--- src/rtl/bus_mux_arbiter.sv ---
// bus_mux_arbiter: two requesters share one registered 2:1 mux output.
// Round-robin arbitration on ties, a single output register with a
// valid/ready handshake, and a 16-bit count of completed handshakes.
module bus_mux_arbiter #(
  parameter int WIDTH = 32
) (
  input  logic             clk,
  input  logic             rst,
  input  logic             req0,
  input  logic [WIDTH-1:0] data0,
  output logic             gnt0,
  input  logic             req1,
  input  logic [WIDTH-1:0] data1,
  output logic             gnt1,
  output logic             sel,
  output logic             out_valid,
  output logic [WIDTH-1:0] out_data,
  input  logic             out_ready,
  output logic [15:0]      xfer_cnt
);

  localparam logic EMPTY = 1'b0;
  localparam logic FULL  = 1'b1;

  logic state;
  logic last_sel;
  logic space;
  logic grant;

  // The output register can take new data when it is empty or is being drained this cycle.
  assign space = (state == EMPTY) || (out_ready == 1'b1);
  assign grant = gnt0 | gnt1;
  assign out_valid = (state == FULL);

  // Grant decision: a lone request wins outright, a tie goes to the side opposite last_sel.
  always_comb begin
    gnt0 = 1'b0;
    gnt1 = 1'b0;
    sel  = 1'b0;
    if (!rst) begin
      if (space) begin
        if (req0 && req1) begin
          gnt0 = last_sel;
          gnt1 = ~last_sel;
        end else begin
          gnt0 = req0;
          gnt1 = req1;
        end
      end
      if (gnt1)
        sel = 1'b1;
      else if (gnt0)
        sel = 1'b0;
      else
        sel = last_sel;
    end
  end

  // Output register, occupancy state, round-robin pointer and handshake counter.
  always_ff @(posedge clk) begin
    if (rst) begin
      state    <= EMPTY;
      out_data <= '0;
      last_sel <= 1'b1;
      xfer_cnt <= 16'd0;
    end else begin
      if ((state == FULL) && out_ready)
        xfer_cnt <= xfer_cnt + 16'd1;
      if (grant) begin
        out_data <= sel ? data1 : data0;
        state    <= FULL;
        last_sel <= sel;
      end else if ((state == FULL) && out_ready) begin
        state <= EMPTY;
      end
    end
  end

endmodule

--- config.mk ---
export PLATFORM = sky130hd
export DESIGN_NAME = bus_mux_arbiter
export DESIGN_NICKNAME = d
export VERILOG_FILES = /design/src/rtl/bus_mux_arbiter.sv
export SDC_FILE = /design/constraint.sdc
export NUM_CORES = 1
export LEC_CHECK = 0
export CAP_MARGIN = 5
export CORE_MARGIN = 5
export CORE_UTILIZATION = 45
export CTS_CLUSTER_SIZE = 28
export DETAILED_ROUTE_END_ITERATION = 6
export PLACE_DENSITY = 0.82
export SETUP_SLACK_MARGIN = 0.02
export SYNTH_ARGS = -nofsm -noshare
export SYNTH_HDL_FRONTEND = slang
export SYNTH_SLANG_ARGS = --single-unit
--- constraint.sdc ---
create_clock -name clk -period 5.4 [get_ports clk]
set_clock_uncertainty 0.2 [all_clocks]
set_input_delay 1.08 -clock clk [delete_from_list [all_inputs] [get_ports clk]]
set_output_delay 1.08 -clock clk [all_outputs]
set_load 0.02 [all_outputs]
==> results of run 1 <==
[synth_stat cells (4+ instances only)]
cell / number / area, sq um
xnor2_1: 8 / 70.07
a221oi_2: 32 / 480.5
a31oi_1: 32 / 200.2
nand2b_1: 4 / 25.02
a21bo_2: 15 / 150.1
buf_6: 8 / 90.09
nand2_1: 11 / 41.29
buf_2: 8 / 40.04
nand4_1: 5 / 31.28
nor2_1: 19 / 71.32
nand3_1: 7 / 35.03
nor3_1: 5 / 25.02
a21bo_1: 17 / 170.2
inv_1: 34 / 127.6
dfxtp_1: 50 / 1001
xor2_1: 4 / 35.03
clkbuf_1: 7 / 26.28
[metrics by stage]
stage | hold slack [ns] | cells | total power [W]
floorplan | 0.3407 | 287 | 0.0005671
finish | 0.2633 | 467 | 0.0009299
global placement | 0.2471 | 459 | 0.0006671
detailed placement | 0.2513 | 459 | 0.0006717
global route | 0.2859 | 467 | 0.0009745
CTS | 0.2654 | 467 | 0.0009369
[sequential cells by signal, indices dropped and copies added, names as in the netlist]
| name | flops |
|---|---|
| last_sel | 1 |
| out_data | 32 |
| out_valid | 1 |
| xfer_cnt | 16 |
[routing by layer]
layer	part of all wire	vias up	GRT usage
met2	0.45	87	0.3052
met5	0	-	0
li1	-	1259	-
met3	0.079	13	0.05307
met1	0.46	1138	0.2418
met4	0.014	0	0.04670
[layout make-up]
class	count	area, sq um
fillers	488	1923
multi-input cells	176	1470
repair buffers	124	1226
flip-flops and latches	50	1001
inverters	34	127.6
well taps	75	93.84
clock buffers	5	68.82
clock inverters	3	45.04
[logic make-up after synthesis]
group | share of synthesized area
compound gates | 0.3726
xor+xnor | 0.03789
fa+ha+maj | 0.004510
buf+inv | 0.1119
flops | 0.3608
mux | 0.004059
simple gates | 0.1083
[worst max-delay path, cell delays in order]
cell,delay (ns)
clkdlybuf4s50_1,0.63
nand2b_1,0.21
a21o_2,0.16
nand2_1,0.07
nor2_1,0.09
clkdlybuf4s50_1,0.62
[worst paths after layout]
path                             startpoint           end
worst min register to register  out_data[9]   out_data[9]
worst max register to register    out_valid  out_data[13]
worst min-delay path            out_data[9]   out_data[9]
worst max-delay path              out_ready           sel
[report_power, final]
part           total [W]  switching, W  internal [W]  leakage [nW]
clock network   0.000268      0.000130      0.000138        0.0504
registers       0.000405     0.0000134      0.000392         0.410
logic           0.000257      0.000122      0.000135         0.959
==> out/metrics.csv, run 1 <==
stage,metric,value,unit
floorplanning,ioPinCount,121,
clock_tree,cts_buffers,5,
floorplanning,dieArea,0.007834,sq mm
routing,ant_nets,0,
synthesis,synthFlopType,dfxtp_1,
routing,first_pass_iters,4,
worst_setup_path,start_kind,primary input,
layout,layout_commonest_cell,clkdlybuf4s50_1,
grt,grt_max_degree,65,
floorplanning,die_width,88.51,um
outcome,status,completed,
grt,track_usage,0.1861,
worst_setup_path,crit_path_end_kind,output pin,
clock_tree,clkSlewWorstSetupHoldPaths,0.10,ns
synthesis,synth_cell_types,31,
sta,tightest_slew,0.8294,ns
synthesis,synthCells,287,
clock_tree,postCtsResizedCells,0,
sta,fmax,0.2422,GHz
worst_hold_path,hold_class,flip-flop to flip-flop,
floorplanning,core_area,0.005956,sq mm
clock_tree,hold_buffers,0,
clock_tree,cts-root-buf,clkbuf_8,
worst_setup_path,crit_type,primary input to output pin,
worst_hold_path,whs_path_depth,2,
job,drv_cap,0,
sta,tns,0,ns
layout,final_nets,461,
clock_tree,postCtsSetupRepairBufs,0,
clock_tree,cts_tree,done,
sta,drv_slew,0,
place,dp_hpwl,5179,um
power_and_ir_drop,ir_worst_vdd,0.1422,mV
routing,drtIter0Drc,72,
floorplanning,initial_utilization,0.4658,
routing,viasPerCell,5.347,
worst_setup_path,reg2regPathDepth,5,
grt,grt.overflow.total,0,
layout,drive_gt1_frac,0.1658,
synthesis,synth-seq-cells,50,
floorplanning,placementRows,28,
grt,antenna_found_initial,0,
layout,final_cell_mix,"clkdlybuf4s50_1, dfxtp_1, inv_1, a31oi_1, a221oi_2",
sta,max_slew_margin,0.4471,
routing,routedWlPerCell,15.69,um
power_and_ir_drop,p_leak,1.419,nW
synthesis,yosysSeqAreaShare,0.3608,
sta,hold_viol,0,
worst_setup_path,path_max_fanout,8,
routing,drc,0,
synthesis,postSynthAreaPerCell,9.665,sq um
sta,rsz0062_at_grt,no,
sta,period_needed,4.130,ns
synthesis,synth-edff-count,0,
clock_tree,cts_buffer_depth,2,
place,port_buffers,120,
routing,totalWireLength,7326,um
synthesis,async_flop_share,0,
power_and_ir_drop,power_density,230.6,mW/mm^2
worst_setup_path,critPathArrivalTime,2.85,ns
layout,design_area,0.004033,sq mm
sta,worst_slack,1.270,ns
place,place_area,0.003919,sq mm
floorplanning,die_y,88.51,um
sta,period_share,0.7647,
grt,grt_pass1_vias,2410,
routing,num_vias,2497,
synthesis,synth_fp_nets,357,
sta,setup_viol_count_final,0,
worst_setup_path,crit_required,4.12,ns
layout,finish.utilization,0.6771,
clock_tree,clk_latency,0.30,ns
layout,area_growth,45.38,%
synthesis,syn_area,0.002774,sq mm
clock_tree,h-tree-depth,2,
worst_setup_path,reg2reg_slack,3.20,ns
layout,n_antenna_cell,0,
synthesis,yosys_warnings,0,
grt,grt_pass1_wl,11700,um
place,dpl_worst_slack,1.286,ns
clock_tree,cts.sinks,50,
place,gp_congestion,0.7863,
Note: power is estimated with default switching activity, not from simulation.
==> inputs of run 2 (changes only) <==
--- a/config.mk
+++ b/config.mk
@@ -7,10 +7,10 @@
 export LEC_CHECK = 0
 export CAP_MARGIN = 5
 export CORE_MARGIN = 5
-export CORE_UTILIZATION = 45
+export CORE_UTILIZATION = 38
 export CTS_CLUSTER_SIZE = 28
 export DETAILED_ROUTE_END_ITERATION = 6
-export PLACE_DENSITY = 0.82
+export PLACE_DENSITY = 0.73
 export SETUP_SLACK_MARGIN = 0.02
 export SYNTH_ARGS = -nofsm -noshare
 export SYNTH_HDL_FRONTEND = slang
==> constraint.sdc (replaced) <==
create_clock -name clk -period 3.5 [get_ports clk]
set_clock_uncertainty 0.2 [all_clocks]
set_input_delay 0.7 -clock clk [delete_from_list [all_inputs] [get_ports clk]]
set_output_delay 0.7 -clock clk [all_outputs]
set_load 0.02 [all_outputs]
==> run 2 against run 1 <==
Hold slack worse by 0.0028 ns; clock-buffer cell count is 1 higher; flip-flop and latch count stayed put; setup slack worse by 0.90 ns; sequential share of layout area is 0.22 points lower; critical path depth stayed put; design area is 0.90% higher; non-clock buffer count is 1 higher; first-iteration DRC count is 6.9% higher; highest routed layer unchanged.
==> out/metrics.csv, run 2 (synthesis gave the netlist of run 1 again) <==
stage,metric,value,unit
layout,layout_commonest_cell,clkdlybuf4s50_1,
grt,grt_max_degree,65,
routing,totalWireLength,7455,um
power_and_ir_drop,p_total,0.001434,W
routing,num_vias,2469,
clock_tree,clkSlewWorstSetupHoldPaths,0.08,ns
worst_setup_path,start_kind,primary input,
layout,drive_gt1_frac,0.1658,
sta,max_slew_margin,0.4316,
place,gp_congestion,0.7427,
floorplanning,placementRows,31,
routing,drc,0,
floorplanning,core_area,0.007176,sq mm
layout,design_area,0.004069,sq mm
sta,rsz0062_at_grt,no,
sta,period_share,0.8940,
place,dpl_worst_slack,0.3638,ns
floorplanning,die_width,95.44,um
layout,max_flop_register,out_data,
layout,area_growth,46.68,%
worst_setup_path,r2r-start,out_valid,
routing,drtIter0Drc,77,
clock_tree,h-tree-depth,2,
sta,fmax,0.3196,GHz
worst_hold_path,hold_class,flip-flop to flip-flop,
worst_setup_path,path_max_fanout,3,
power_and_ir_drop,p_leak,1.431,nW
floorplanning,initial_utilization,0.3866,
outcome,status,completed,
layout,final_nets,462,
worst_setup_path,crit_start,out_ready,
power_and_ir_drop,ir_worst_vdd,0.2063,mV
clock_tree,cts.sinks,50,
floorplanning,die_y,95.44,um
sta,setup_viol_count_final,0,
clock_tree,cts_buffers,5,
worst_setup_path,crit_type,primary input to output pin,
sta,tns,0,ns
layout,final_cell_mix,"clkdlybuf4s50_1, dfxtp_1, inv_1, a31oi_1, a221oi_2",
sta,period_needed,3.129,ns
worst_setup_path,crit_path_end_kind,output pin,
clock_tree,postCtsResizedCells,0,
routing,viasPerCell,5.029,
place,port_buffers,120,
worst_setup_path,crit_required,2.60,ns
layout,reg_top3,"out_data: 32 flops, xfer_cnt: 16 flops",
clock_tree,cts_buffer_depth,2,
routing,first_pass_iters,4,
sta,worst_slack,0.3710,ns
clock_tree,postCtsSetupRepairBufs,0,
floorplanning,dieArea,0.009109,sq mm
grt,antenna_found_initial,0,
power_and_ir_drop,power_density,352.4,mW/mm^2
sta,hold_viol,0,
grt,track_usage,0.1545,
grt,grt_pass1_vias,2287,
place,dp_hpwl,5117,um
place,place_area,0.003956,sq mm
worst_hold_path,worstHoldStart,out_data[15],
routing,routedWlPerCell,15.18,um
clock_tree,cts-root-buf,clkbuf_8,
grt,grt.overflow.total,0,
clock_tree,hold_buffers,0,
clock_tree,cts_tree,done,
worst_setup_path,critPathArrivalTime,2.23,ns
job,drv_cap,0,
sta,drv_slew,0,
grt,grt_pass1_wl,11340,um
routing,ant_nets,0,
layout,n_antenna_cell,0,
floorplanning,ioPinCount,121,
sta,tightest_slew,0.8525,ns
layout,largest_reg_flops,32,
clock_tree,clk_latency,0.29,ns
## run 2: changes by cell type in the layout (fill, tap and decap cells not counted), sizes merged
cell,delta
clkbuf,+1
buf,+1
clkinvlp,-2
## run 2: critical path, stage by stage
cell and delay, ns:
clkdlybuf4s50_1 0.46, nand2b_1 0.16, a21o_2 0.15, nand2_1 0.06, nor2_1 0.08, clkdlybuf4s50_1 0.61
## run 2: path summary, 6_finish.rpt
check,end,slack [ns],depth (start not counted)
setup / recovery,sel,0.37,6
hold / removal,out_data[15],0.26,2
setup reg to reg,out_data[10],1.33,5
hold reg to reg,out_data[15],0.26,2
## run 2: final cells by class
cell class	instances	area (sq um)
sequential	50	1001
multi-input combinational	176	1470
tap	99	123.9
clock buffer	6	82.58
fill	641	3107
inverter	34	127.6
timing repair buffer	125	1234
clock inverter	1	30.03
## run 2: where the power goes
part           total (W)  leakage (nW)  internal, W  switching, W
Sequential      0.000624         0.410     0.000604     0.0000199
Combinational   0.000398         0.963     0.000208      0.000190
Clock           0.000412        0.0573     0.000229      0.000183
Total            0.00143          1.43      0.00104      0.000392
## run 2: per-layer routing
metal / track usage / part of all wire / vias to the layer above
met5: 0 / 0 / -
met4: 0.03199 / 0.0068 / 0
met3: 0.05446 / 0.094 / 5
met2: 0.2426 / 0.44 / 88
met1: 0.2047 / 0.46 / 1124
li1: - / - / 1252
## run 2: metrics by stage
stage | hold WS [ns] | std cells | util
floorplan | 0.3407 | 287 | -
global placement | 0.2445 | 484 | 0.5514
detailed placement | 0.2496 | 484 | 0.5514
CTS | 0.2618 | 491 | 0.5670
global route | 0.2785 | 491 | 0.5670
finish | 0.2605 | 491 | 0.5670
